`src/rtl/bp_inflight_queue_pkg.sv`:
```
// Shared definitions for the branch-prediction in-flight queue: entry layout,
// field offsets and the default depth.
package bp_inflight_queue_pkg;

    localparam int BPQ_ENTRY_W   = 35;
    localparam int BPQ_DEPTH_DEF = 8;
    localparam int BPQ_PC_LSB    = 0;
    localparam int BPQ_PRED_BIT  = 32;
    localparam int BPQ_GBP_BIT   = 33;
    localparam int BPQ_LBP_BIT   = 34;

    // Packed so that the bit positions line up with the offset constants above.
    typedef struct packed {
        logic        lbp_pred;
        logic        gbp_pred;
        logic        pred_taken;
        logic [31:0] pc;
    } bpq_entry_t;

    function automatic logic [BPQ_ENTRY_W-1:0] bpq_pack(
        input logic [31:0] pc,
        input logic        pred,
        input logic        gbp,
        input logic        lbp
    );
        logic [BPQ_ENTRY_W-1:0] e;
        e                      = '0;
        e[BPQ_PC_LSB +: 32]    = pc;
        e[BPQ_PRED_BIT]        = pred;
        e[BPQ_GBP_BIT]         = gbp;
        e[BPQ_LBP_BIT]         = lbp;
        return e;
    endfunction

endpackage

```
`src/rtl/bp_inflight_queue_ram.sv`:
```
// Entry storage for the in-flight queue: one synchronous write port and an
// asynchronous read port addressed by the read pointer.
module bpq_ram
    import bp_inflight_queue_pkg::*;
#(
    parameter int DEPTH = BPQ_DEPTH_DEF,
    parameter int PTR   = 3
) (
    input  logic                   clk,
    input  logic                   we,
    input  logic [PTR-1:0]         waddr,
    input  logic [BPQ_ENTRY_W-1:0] wdata,
    input  logic [PTR-1:0]         raddr,
    output logic [BPQ_ENTRY_W-1:0] rdata
);

    logic [BPQ_ENTRY_W-1:0] mem_q [DEPTH];

    // Entry write; contents are don't-care after reset so no reset branch.
    always_ff @(posedge clk) begin
        if (we) begin
            mem_q[waddr] <= wdata;
        end
    end

    assign rdata = mem_q[raddr];

endmodule

```
`src/rtl/bp_inflight_queue.sv`:
```
// In-order queue of branch predictions between IF and ID with registered
// predictor update commands. Optional statistics counters under BPQ_STATS_EN.
module bp_inflight_queue
    import bp_inflight_queue_pkg::*;
#(
    parameter int DEPTH = BPQ_DEPTH_DEF,
    parameter int PTR   = 3
) (
    input  logic          clk,
    input  logic          reset,
    input  logic          stall,
    input  logic          push,
    input  logic [31:0]   if_pc,
    input  logic          pred_taken,
    input  logic          gbp_pred,
    input  logic          lbp_pred,
    input  logic          pop,
    input  logic [31:0]   id_pc,
    input  logic          is_branch,
    input  logic          is_taken,
    output logic          upd_valid,
    output logic [31:0]   upd_pc,
    output logic          upd_taken,
    output logic          meta_update,
    output logic          meta_up_down,
    output logic          mispredict,
    output logic          resync,
    output logic          full,
    output logic          empty,
    output logic [PTR:0]  count
`ifdef BPQ_STATS_EN
    ,
    output logic [31:0]   stat_branches,
    output logic [31:0]   stat_mispredicts
`endif
);

    localparam logic [PTR:0]   DEPTH_C = (PTR+1)'(DEPTH);
    localparam logic [PTR:0]   CNT_ONE = (PTR+1)'(1);
    localparam logic [PTR-1:0] PTR_ONE = PTR'(1);

    logic [PTR-1:0] wr_ptr_q, wr_ptr_d, rd_ptr_q, rd_ptr_d;
    logic [PTR:0]   count_q, count_d;
    logic           full_q, full_d, empty_q, empty_d;
    logic           upd_valid_q, upd_valid_d, upd_taken_q, upd_taken_d;
    logic [31:0]    upd_pc_q, upd_pc_d;
    logic           meta_update_q, meta_update_d, meta_up_down_q, meta_up_down_d;
    logic           mispredict_q, mispredict_d, resync_q, resync_d;

    logic [BPQ_ENTRY_W-1:0] rdata_s;
    bpq_entry_t             head_s;
    logic do_pop_s, match_s, retire_s, upd_s, mis_s, resync_s, flush_s, do_push_s;

    bpq_ram #(.DEPTH(DEPTH), .PTR(PTR)) u_ram (
        .clk   (clk),
        .we    (do_push_s),
        .waddr (wr_ptr_q),
        .wdata (bpq_pack(if_pc, pred_taken, gbp_pred, lbp_pred)),
        .raddr (rd_ptr_q),
        .rdata (rdata_s)
    );

    // Head compare, flush decision and next-state for pointers, count and outputs.
    always_comb begin
        head_s    = bpq_entry_t'(rdata_s);
        do_pop_s  = pop && !empty_q && !stall;
        match_s   = (id_pc == head_s.pc);
        retire_s  = do_pop_s && match_s;
        upd_s     = retire_s && is_branch;
        mis_s     = upd_s && (head_s.pred_taken ^ is_taken);
        resync_s  = do_pop_s && !match_s;
        flush_s   = mis_s || resync_s;
        // A retiring pop frees the slot this same edge, so a full queue can still accept.
        do_push_s = push && !stall && !flush_s && (!full_q || retire_s);

        wr_ptr_d = wr_ptr_q;
        rd_ptr_d = rd_ptr_q;
        count_d  = count_q;
        if (flush_s) begin
            wr_ptr_d = '0;
            rd_ptr_d = '0;
            count_d  = '0;
        end else begin
            if (do_push_s) begin
                wr_ptr_d = wr_ptr_q + PTR_ONE;
            end else begin
                wr_ptr_d = wr_ptr_q;
            end
            if (retire_s) begin
                rd_ptr_d = rd_ptr_q + PTR_ONE;
            end else begin
                rd_ptr_d = rd_ptr_q;
            end
            case ({do_push_s, retire_s})
                2'b10:   count_d = count_q + CNT_ONE;
                2'b01:   count_d = count_q - CNT_ONE;
                default: count_d = count_q;
            endcase
        end
        full_d  = (count_d == DEPTH_C);
        empty_d = (count_d == '0);

        upd_valid_d    = upd_s;
        mispredict_d   = mis_s;
        resync_d       = resync_s;
        meta_update_d  = upd_s && (head_s.gbp_pred ^ head_s.lbp_pred);
        upd_pc_d       = upd_pc_q;
        upd_taken_d    = upd_taken_q;
        meta_up_down_d = meta_up_down_q;
        if (upd_s) begin
            upd_pc_d       = head_s.pc;
            upd_taken_d    = is_taken;
            meta_up_down_d = is_taken ? head_s.gbp_pred : head_s.lbp_pred;
        end else begin
            upd_pc_d       = upd_pc_q;
            upd_taken_d    = upd_taken_q;
            meta_up_down_d = meta_up_down_q;
        end
    end

    // Queue state and registered update/redirect outputs.
    always_ff @(posedge clk or negedge reset) begin
        if (!reset) begin
            wr_ptr_q       <= '0;
            rd_ptr_q       <= '0;
            count_q        <= '0;
            full_q         <= 1'b0;
            empty_q        <= 1'b1;
            upd_valid_q    <= 1'b0;
            upd_pc_q       <= 32'h0000_0000;
            upd_taken_q    <= 1'b0;
            meta_update_q  <= 1'b0;
            meta_up_down_q <= 1'b0;
            mispredict_q   <= 1'b0;
            resync_q       <= 1'b0;
        end else begin
            wr_ptr_q       <= wr_ptr_d;
            rd_ptr_q       <= rd_ptr_d;
            count_q        <= count_d;
            full_q         <= full_d;
            empty_q        <= empty_d;
            upd_valid_q    <= upd_valid_d;
            upd_pc_q       <= upd_pc_d;
            upd_taken_q    <= upd_taken_d;
            meta_update_q  <= meta_update_d;
            meta_up_down_q <= meta_up_down_d;
            mispredict_q   <= mispredict_d;
            resync_q       <= resync_d;
        end
    end

    assign upd_valid    = upd_valid_q;
    assign upd_pc       = upd_pc_q;
    assign upd_taken    = upd_taken_q;
    assign meta_update  = meta_update_q;
    assign meta_up_down = meta_up_down_q;
    assign mispredict   = mispredict_q;
    assign resync       = resync_q;
    assign full         = full_q;
    assign empty        = empty_q;
    assign count        = count_q;

`ifdef BPQ_STATS_EN
    logic [31:0] stat_br_q, stat_br_d, stat_mp_q, stat_mp_d;

    // Counters advance on the same edge that raises the matching pulse.
    always_comb begin
        stat_br_d = upd_s ? (stat_br_q + 32'd1) : stat_br_q;
        stat_mp_d = mis_s ? (stat_mp_q + 32'd1) : stat_mp_q;
    end

    // Statistics registers.
    always_ff @(posedge clk or negedge reset) begin
        if (!reset) begin
            stat_br_q <= 32'd0;
            stat_mp_q <= 32'd0;
        end else begin
            stat_br_q <= stat_br_d;
            stat_mp_q <= stat_mp_d;
        end
    end

    assign stat_branches    = stat_br_q;
    assign stat_mispredicts = stat_mp_q;
`endif

endmodule

```
`config.mk`:
```
export PLATFORM = sky130hd
export DESIGN_NAME = bp_inflight_queue
export DESIGN_NICKNAME = d
export VERILOG_FILES = /design/src/rtl/bp_inflight_queue_pkg.sv /design/src/rtl/bp_inflight_queue_ram.sv /design/src/rtl/bp_inflight_queue.sv
export SDC_FILE = /design/constraint.sdc
export NUM_CORES = 1
export LEC_CHECK = 0
export ABC_CLOCK_PERIOD_IN_PS = 7100
export CAP_MARGIN = 40
export CORE_ASPECT_RATIO = 1.4
export CORE_MARGIN = 5
export CORE_UTILIZATION = 52
export DETAILED_ROUTE_END_ITERATION = 7
export PLACE_DENSITY = 0.75
export SLEW_MARGIN = 20
export SYNTH_ARGS = -nofsm -noshare
export SYNTH_HDL_FRONTEND = slang
export SYNTH_SLANG_ARGS = --single-unit
```
`constraint.sdc`:
```
create_clock -name clk -period 7.1 [get_ports clk]
set_input_delay 0.71 -clock clk [delete_from_list [all_inputs] [get_ports clk]]
set_output_delay 0.71 -clock clk [all_outputs]
set_load 0.05 [all_outputs]
```
======== Word level (Yosys, flattened, before mapping) ========
Memories as Yosys holds them, arrays and structs flattened.
Index checks and enable logic that the tools add are counted.
word-level totals
  memories kept ........................... 1
  memory bits (writable) .................. 280
  logic and storage cells ................. 52
  output and inout port bits .............. 44
  input port bits ......................... 74
  flip-flop bits (word level) ............. 50
memories
  name         words  bits a word  rd ports  clocked after memory_dff  write ports  line                         RTL
  u_ram.mem_q  8      35           1         0                         1            bp_inflight_queue_ram.sv:17  logic [BPQ_ENTRY_W-1:0] mem_q [DEPTH];
cells by class
  add/sub/neg operators ................... 4
  eq/ne operators ......................... 4
  reductions and logical operators ........ 20
  multiplexer cells ....................... 9
  bitwise gates (word level) .............. 2
operators with widths
  operator                                                             number
  32-bit == test                                                       1
  3-bit two-way mux                                                    4
  1-bit logical AND                                                    10
  4-bit case mux with 2 select lines                                   1
  3-bit by 1-bit adder with 3-bit output (second input constant)       2
  1-bit zero test                                                      5
  4-bit by 1-bit adder with 4-bit output (second input constant)       1
  4-bit == test (second input constant)                                1
  4-bit zero test                                                      1
  4-bit two-way mux                                                    1
  2-bit nonzero test                                                   2
  4-bit by 1-bit subtractor with 4-bit output (second input constant)  1
  1-bit two-way mux                                                    3
  2-bit by 1-bit == test with 1-bit output (second input constant)     1
  2-bit == test (second input constant)                                1
  1-bit logical OR                                                     2
  1-bit XOR                                                            2

======== Depth between registers and ports, before layout ========
  depth after elaboration ................. 14
  gate-level depth with buffers ........... 19
  gate-level depth less buffers ........... 16

======== Modules after synthesis ========
A second synthesis with hierarchy kept.
unflattened totals
  cell total of the unflattened synthesis .. 615
  area total of the unflattened synthesis .. 13,315.3 µm²
modules (own cells, without submodules)
  module             area each (µm²)  sequential area each (µm²)  times used  cells each
  bpq_ram            10,835.4         8,408.1                     1           418
  bp_inflight_queue  2,479.9          1,252.5                     1           197

======== Least setup slack after synthesis ========
Ideal clock, no wire load.
  kind .................................... reg2reg
  start point ............................. register rd_ptr_q[1]
  end point ............................... memory u_ram.mem_q[1][0] (enable)
  clock period less this slack ............ 6.796 ns
  stages on the path, launching flop included .. 11
  data arrival time ....................... 6.269 ns
  data required time ...................... 6.572 ns
  setup slack ............................. 0.304 ns
  library setup time ...................... 0.528 ns
  path through ............................ dfrtp_1 -> buf_6 -> nor2b_1 -> clkbuf_1 -> a22o_1 -> or3_1 -> a2111oi_2 -> nand4_1 -> nor3_1 -> a41oi_1 -> nor4b_1
between the ends
  cells in the longest elaborated chain, start to end .. 11
RTL lines
  element                                    line                         RTL
  from (decl)                                bp_inflight_queue.sv:42      logic [PTR-1:0] wr_ptr_q, wr_ptr_d, rd_ptr_q, rd_ptr_d;
  from (signal assigned)                     bp_inflight_queue.sv:138     rd_ptr_q <= rd_ptr_d;
  memory read 8 x 35 bit *                   --
  32-bit == test                             bp_inflight_queue.sv:67      match_s = (id_pc == head_s.pc);
  1-bit logical AND                          bp_inflight_queue.sv:68      retire_s = do_pop_s && match_s;
  1-bit logical AND                          bp_inflight_queue.sv:69      upd_s = retire_s && is_branch;
  1-bit logical AND                          bp_inflight_queue.sv:70      mis_s = upd_s && (head_s.pred_taken ^ is_taken);
  1-bit logical OR                           bp_inflight_queue.sv:72      flush_s = mis_s || resync_s;
  1-bit zero test                            bp_inflight_queue.sv:74      do_push_s = push && !stall && !flush_s && (!full_q || retire_s);
  1-bit logical AND                          bp_inflight_queue.sv:74
  1-bit logical AND *                        bp_inflight_queue.sv:74
  1-bit two-way mux *                        bp_inflight_queue_ram.sv:21  if (we) begin
  1-bit two-way mux (not written as such) *  bp_inflight_queue_ram.sv:22  mem_q[waddr] <= wdata;
  to (decl)                                  bp_inflight_queue_ram.sv:17
Mark *: on every way between the ends. The rest lies on a longest branch, timed or not.

======== Final worst setup path ========
  start point ............................. register rd_ptr_q[2]
  end point ............................... register full_q (netlist: full)
between the ends
  cells in the longest elaborated chain, start to end .. 13
RTL lines
  element                                                                    line                      RTL
  memory read 8 x 35 bit *                                                   --
  32-bit == test                                                             bp_inflight_queue.sv:67
  1-bit logical AND                                                          bp_inflight_queue.sv:68
  1-bit logical AND                                                          bp_inflight_queue.sv:69
  1-bit logical AND                                                          bp_inflight_queue.sv:70
  1-bit logical OR                                                           bp_inflight_queue.sv:72
  1-bit zero test                                                            bp_inflight_queue.sv:74
  1-bit logical AND (2 in series)                                            bp_inflight_queue.sv:74
  2-bit by 1-bit == test with 1-bit output or 2-bit == test (tied branches)  bp_inflight_queue.sv:94   case ({do_push_s, retire_s})
  4-bit case mux with 2 select lines                                         bp_inflight_queue.sv:94
  4-bit two-way mux *                                                        bp_inflight_queue.sv:79   if (flush_s) begin
  4-bit == test *                                                            bp_inflight_queue.sv:100  full_d = (count_d == DEPTH_C);
  net full_d                                                                 bp_inflight_queue.sv:44   logic full_q, full_d, empty_q, empty_d;
  to (signal assigned)                                                       bp_inflight_queue.sv:140  full_q <= full_d;
  to (decl)                                                                  bp_inflight_queue.sv:44
The timed path passes the listed nets; every way through them passes the cells marked *.
A chain may end at the register's enable or synchronous reset.

==> summary.txt <==
Synthesis
  – Synth top area share: a little over three fifths
  – Post-synth EDFFs: between 200 and 300
  – Register bit count reported by yosys: 330
  – Syn Std Cell Area: about 13000 um2
  – Ys async rst share: approximately 15%
  – Most frequent cells after synthesis: edfxtp_1, mux2i_1, dfrtp_1
  – Sequential fraction of the synthesis area: slightly above 70%
  – Post-Synthesis Cells: between 700 and 800
  – Synth area leader: edfxtp_1
  – Synth Flop Type: edfxtp_1
  – Mapped Avg Cell Area: roughly 18 um2
  – Syn Nets: between 800 and 900
  – Yosys warns: 0
  – Synth unique cells: 56
  – Leading post-synthesis cells by cell area: edfxtp_1, dfrtp_1, mux4_2
  – Most numerous cell in the Yosys netlist: edfxtp_1

Clocking
  – Cell at the root of the clock tree: clkbuf_16
  – CTS Buf Count: 30
  – H-Tree Depth: 1
  – Number of hold buffers added after CTS: 0
  – Postcts setup bufs: 0
  – CTS tree: yes
  – CTS Buffer Depth: 3
  – Skew-Pair Late Insertion Delay: ~550 ps
  – Worst-path clk slew: ~60 ps
  – Post-CTS sizing: 0
  – Clock sink count: 330

STA
  – Clk_skew: about 11 ps
  – Min Clock Period, post-route: about 5500 ps
  – Fin crit share: 77.50%
  – Setup TNS: 0 ps
  – Hold Violations, Final: 0
  – RSZ-0062 raised after global routing: no
  – FMAX: 0.1817 GHz
  – Max-slew violations: 0
  – Relative slew margins: approximately 44%
  – Hold WS: 297.3 ps
  – Worst Max-Slew Pin Slew: 841.4 ps
  – # setup viols final: 0

Final layout
  – Layout cells sized above 1: between 10% and 20%
  – NumNets Final: between 900 and 1000
  – Area added between synthesis and finish: 19.41%
  – Reg area: ~9700 um2
  – Filler cell count: roughly 1800
  – Multi-input logic area: between 3000 and 4000 um2

Power and ir drop
  – Int Pwr: approximately 3.3 mW
  – Leak pwr: 5.267 nW
  – Clk pwr share: 37.0%
  – Sw frac: between 20 and 25%
  – Tot Pwr: 4.253 mW
  – Sw power: between 0.9 and 1 mW
  – PD cells: roughly 270 nW/um2
  – Part of the power in registers: 53.2%
  – Comb power frac: between 9 and 10%
  – Maximum VDD drop: approximately 0.22 mV

Floorplanning
  – Core Box Area: roughly 25000 um2
  – Starting density of the core: a little over half
  – Io pins: between 100 and 150
  – Row Count: between 60 and 70
  – Die ar.: between 20000 and 30000 um2
  – Height of the chip: roughly 200 um
  – Die width: around 150 um

Route
  – Residual DRC: 0
  – Via count: 7259
  – Post-DR wirelength/cell: 24.59 um
  – Post-route antenna net violation count: 0
  – Iteration-0 DRC Markers: 596
  – Drt total wl: about 30000 um
  – Vias per std cell: just under 6
  – Initial DRT Pass Iterations: 7

Place
  – Port Buffers: approximately 120
  – Placer Congestion: roughly 0.8
  – Post-DP HPWL: roughly 19000 um

Global route
  – Total congestion overflow: 0
  – Global-route wire length before repair: ~46000 um
  – GRT Total Usage: 20.64%
  – Initial antenna violation count: 1
  – Pin count of the biggest net entering global routing: just over 50
  – Vias in the first global route: 7642

Worst hold path
  – Hold Crit Class: in -> async

Setup path
  – Crit Path Max Fanout: 38
  – Critical Path Sink Type: flip-flop
  – Worst EP arrival: around 5900 ps
  – Critical Path RT: between 7000 and 8000 ps
  – CP startpoint kind: flip-flop
  – Crit Path Category: reg -> reg

Run
  – Max_cap viols: 0

Outcome
  – Outcome: completed
power groups by stage:
stage	Clock [mW]	Combinational [mW]	Sequential, mW
6_report	1.58	0.415	2.26
5_1_grt	1.68	0.445	2.27
4_1_cts	1.60	0.419	2.26
3_5_place_dp	0	0.417	2.30
3_3_place_gp	0	0.409	2.30
2_1_floorplan	0	0.191	2.34
worst max-delay path, stage by stage, from the launching register on:
cell and delay [ps]:
dfrtp_4 820, buf_4 520, mux4_2 380, mux2i_1 280
xnor2_1 130, nor4_1 380, nand4_1 260, or4_4 790
a211o_1 360, ha_1 260, ha_1 300, a21o_1 150
a21oi_1 170, xor2_1 150, nor2_1 60, xnor2_1 240
nor3_1 90
layer usage:
layer  up-vias  part of all wire (%)  global-route usage, %
met1      3763                    40                  26.95
met4         0                   2.2                  6.084
met2       244                    52                  36.53
li1       3207                     -                      -
met3        45                   5.8                  2.858
met5         -                     0                      0
cells in the final DEF (no fill, tap or decap), types with 5 or more instances in the layout:
cell type | Yosys | layout
edfxtp_1 | 280 | 280
clkdlybuf4s50_1 | 0 | 116
mux2i_1 | 59 | 59
mux4_2 | 46 | 46
dfrtp_1 | 49 | 46
o21ai_1 | 31 | 31
clkbuf_16 | 0 | 31
xnor2_1 | 24 | 24
buf_4 | 3 | 23
o21ai_0 | 20 | 20
nor2_1 | 19 | 19
nand2_1 | 16 | 16
mux2_2 | 14 | 14
nor3_1 | 12 | 12
clkbuf_1 | 10 | 12
a22o_1 | 10 | 10
a21oi_1 | 8 | 8
nand3_1 | 8 | 8
mux2_4 | 8 | 8
inv_1 | 7 | 7
nand2b_1 | 6 | 6
nor4_2 | 2 | 6
nor2b_1 | 5 | 5
a31oi_1 | 5 | 5
ha_1 | 5 | 5
registers in the layout, summed over array words and instances, names as in the netlist:
name / cells
count: 4
resync: 1
upd_valid: 1
meta_up_down: 1
rd_ptr_q: 3
wr_ptr_q: 3
upd_pc: 32
full: 1
mispredict: 1
empty: 1
upd_taken: 1
u_ram.mem_q: 280
meta_update: 1
worst paths after layout:
check | start | end | slack, ps | cells after the start
setup / recovery | rd_ptr_q[2]$_DFFE_PN0P_ | full$_DFF_PN0_ | 1600 | 16
hold / removal | reset | mispredict$_DFF_PN0_ | 300 | 2
setup reg to reg | rd_ptr_q[2]$_DFFE_PN0P_ | full$_DFF_PN0_ | 1600 | 16
hold reg to reg | upd_pc[24]$_DFFE_PN0P_ | upd_pc[24]$_DFFE_PN0P_ | 510 | 1
max in group asynchronous | reset | rd_ptr_q[2]$_DFFE_PN0P_ | 6270 | 2
min in group clk | upd_pc[24]$_DFFE_PN0P_ | upd_pc[24]$_DFFE_PN0P_ | 510 | 1
stage by stage:
step | cells | utilization (%) | cell area, um2 | worst slack [ps]
global route | 1216 | 62.78 | 15930 | 1312
floorplan | 733 | - | 13340 | 303.7
detailed placement | 1160 | 59.01 | 14980 | 1579
global placement | 1158 | 58.82 | 14930 | 1497
finish | 1216 | 62.78 | 15930 | 1598
CTS | 1215 | 62.77 | 15930 | 1575
area by class of cell:
type,count,share of cell area [%]
Sequential cell,330,60.67
Multi-Input combinational cell,362,21.96
Timing Repair Buffer,142,8.700
Clock buffer,43,5.151
Tap cell,319,2.505
Clock inverter,12,0.8324
Inverter,7,0.1649
Antenna cell,1,0.01570
logic make-up (layout without fill, tap and decap cells):
logic type / count (synthesis) / in the layout / synth area share, %
AND/OR/NAND/NOR: 101 / 101 / 4.229
AO/OA/AOI/OAI: 97 / 97 / 4.482
buffers and inverters: 41 / 204 / 1.810
XOR/XNOR: 28 / 28 / 1.838
other: 0 / 1 / 0
multiplexers: 130 / 130 / 14.63
flip-flops: 330 / 330 / 72.40
adder cells (fa/ha/maj): 6 / 6 / 0.6189
Note: power is estimated with default switching activity, not from simulation.
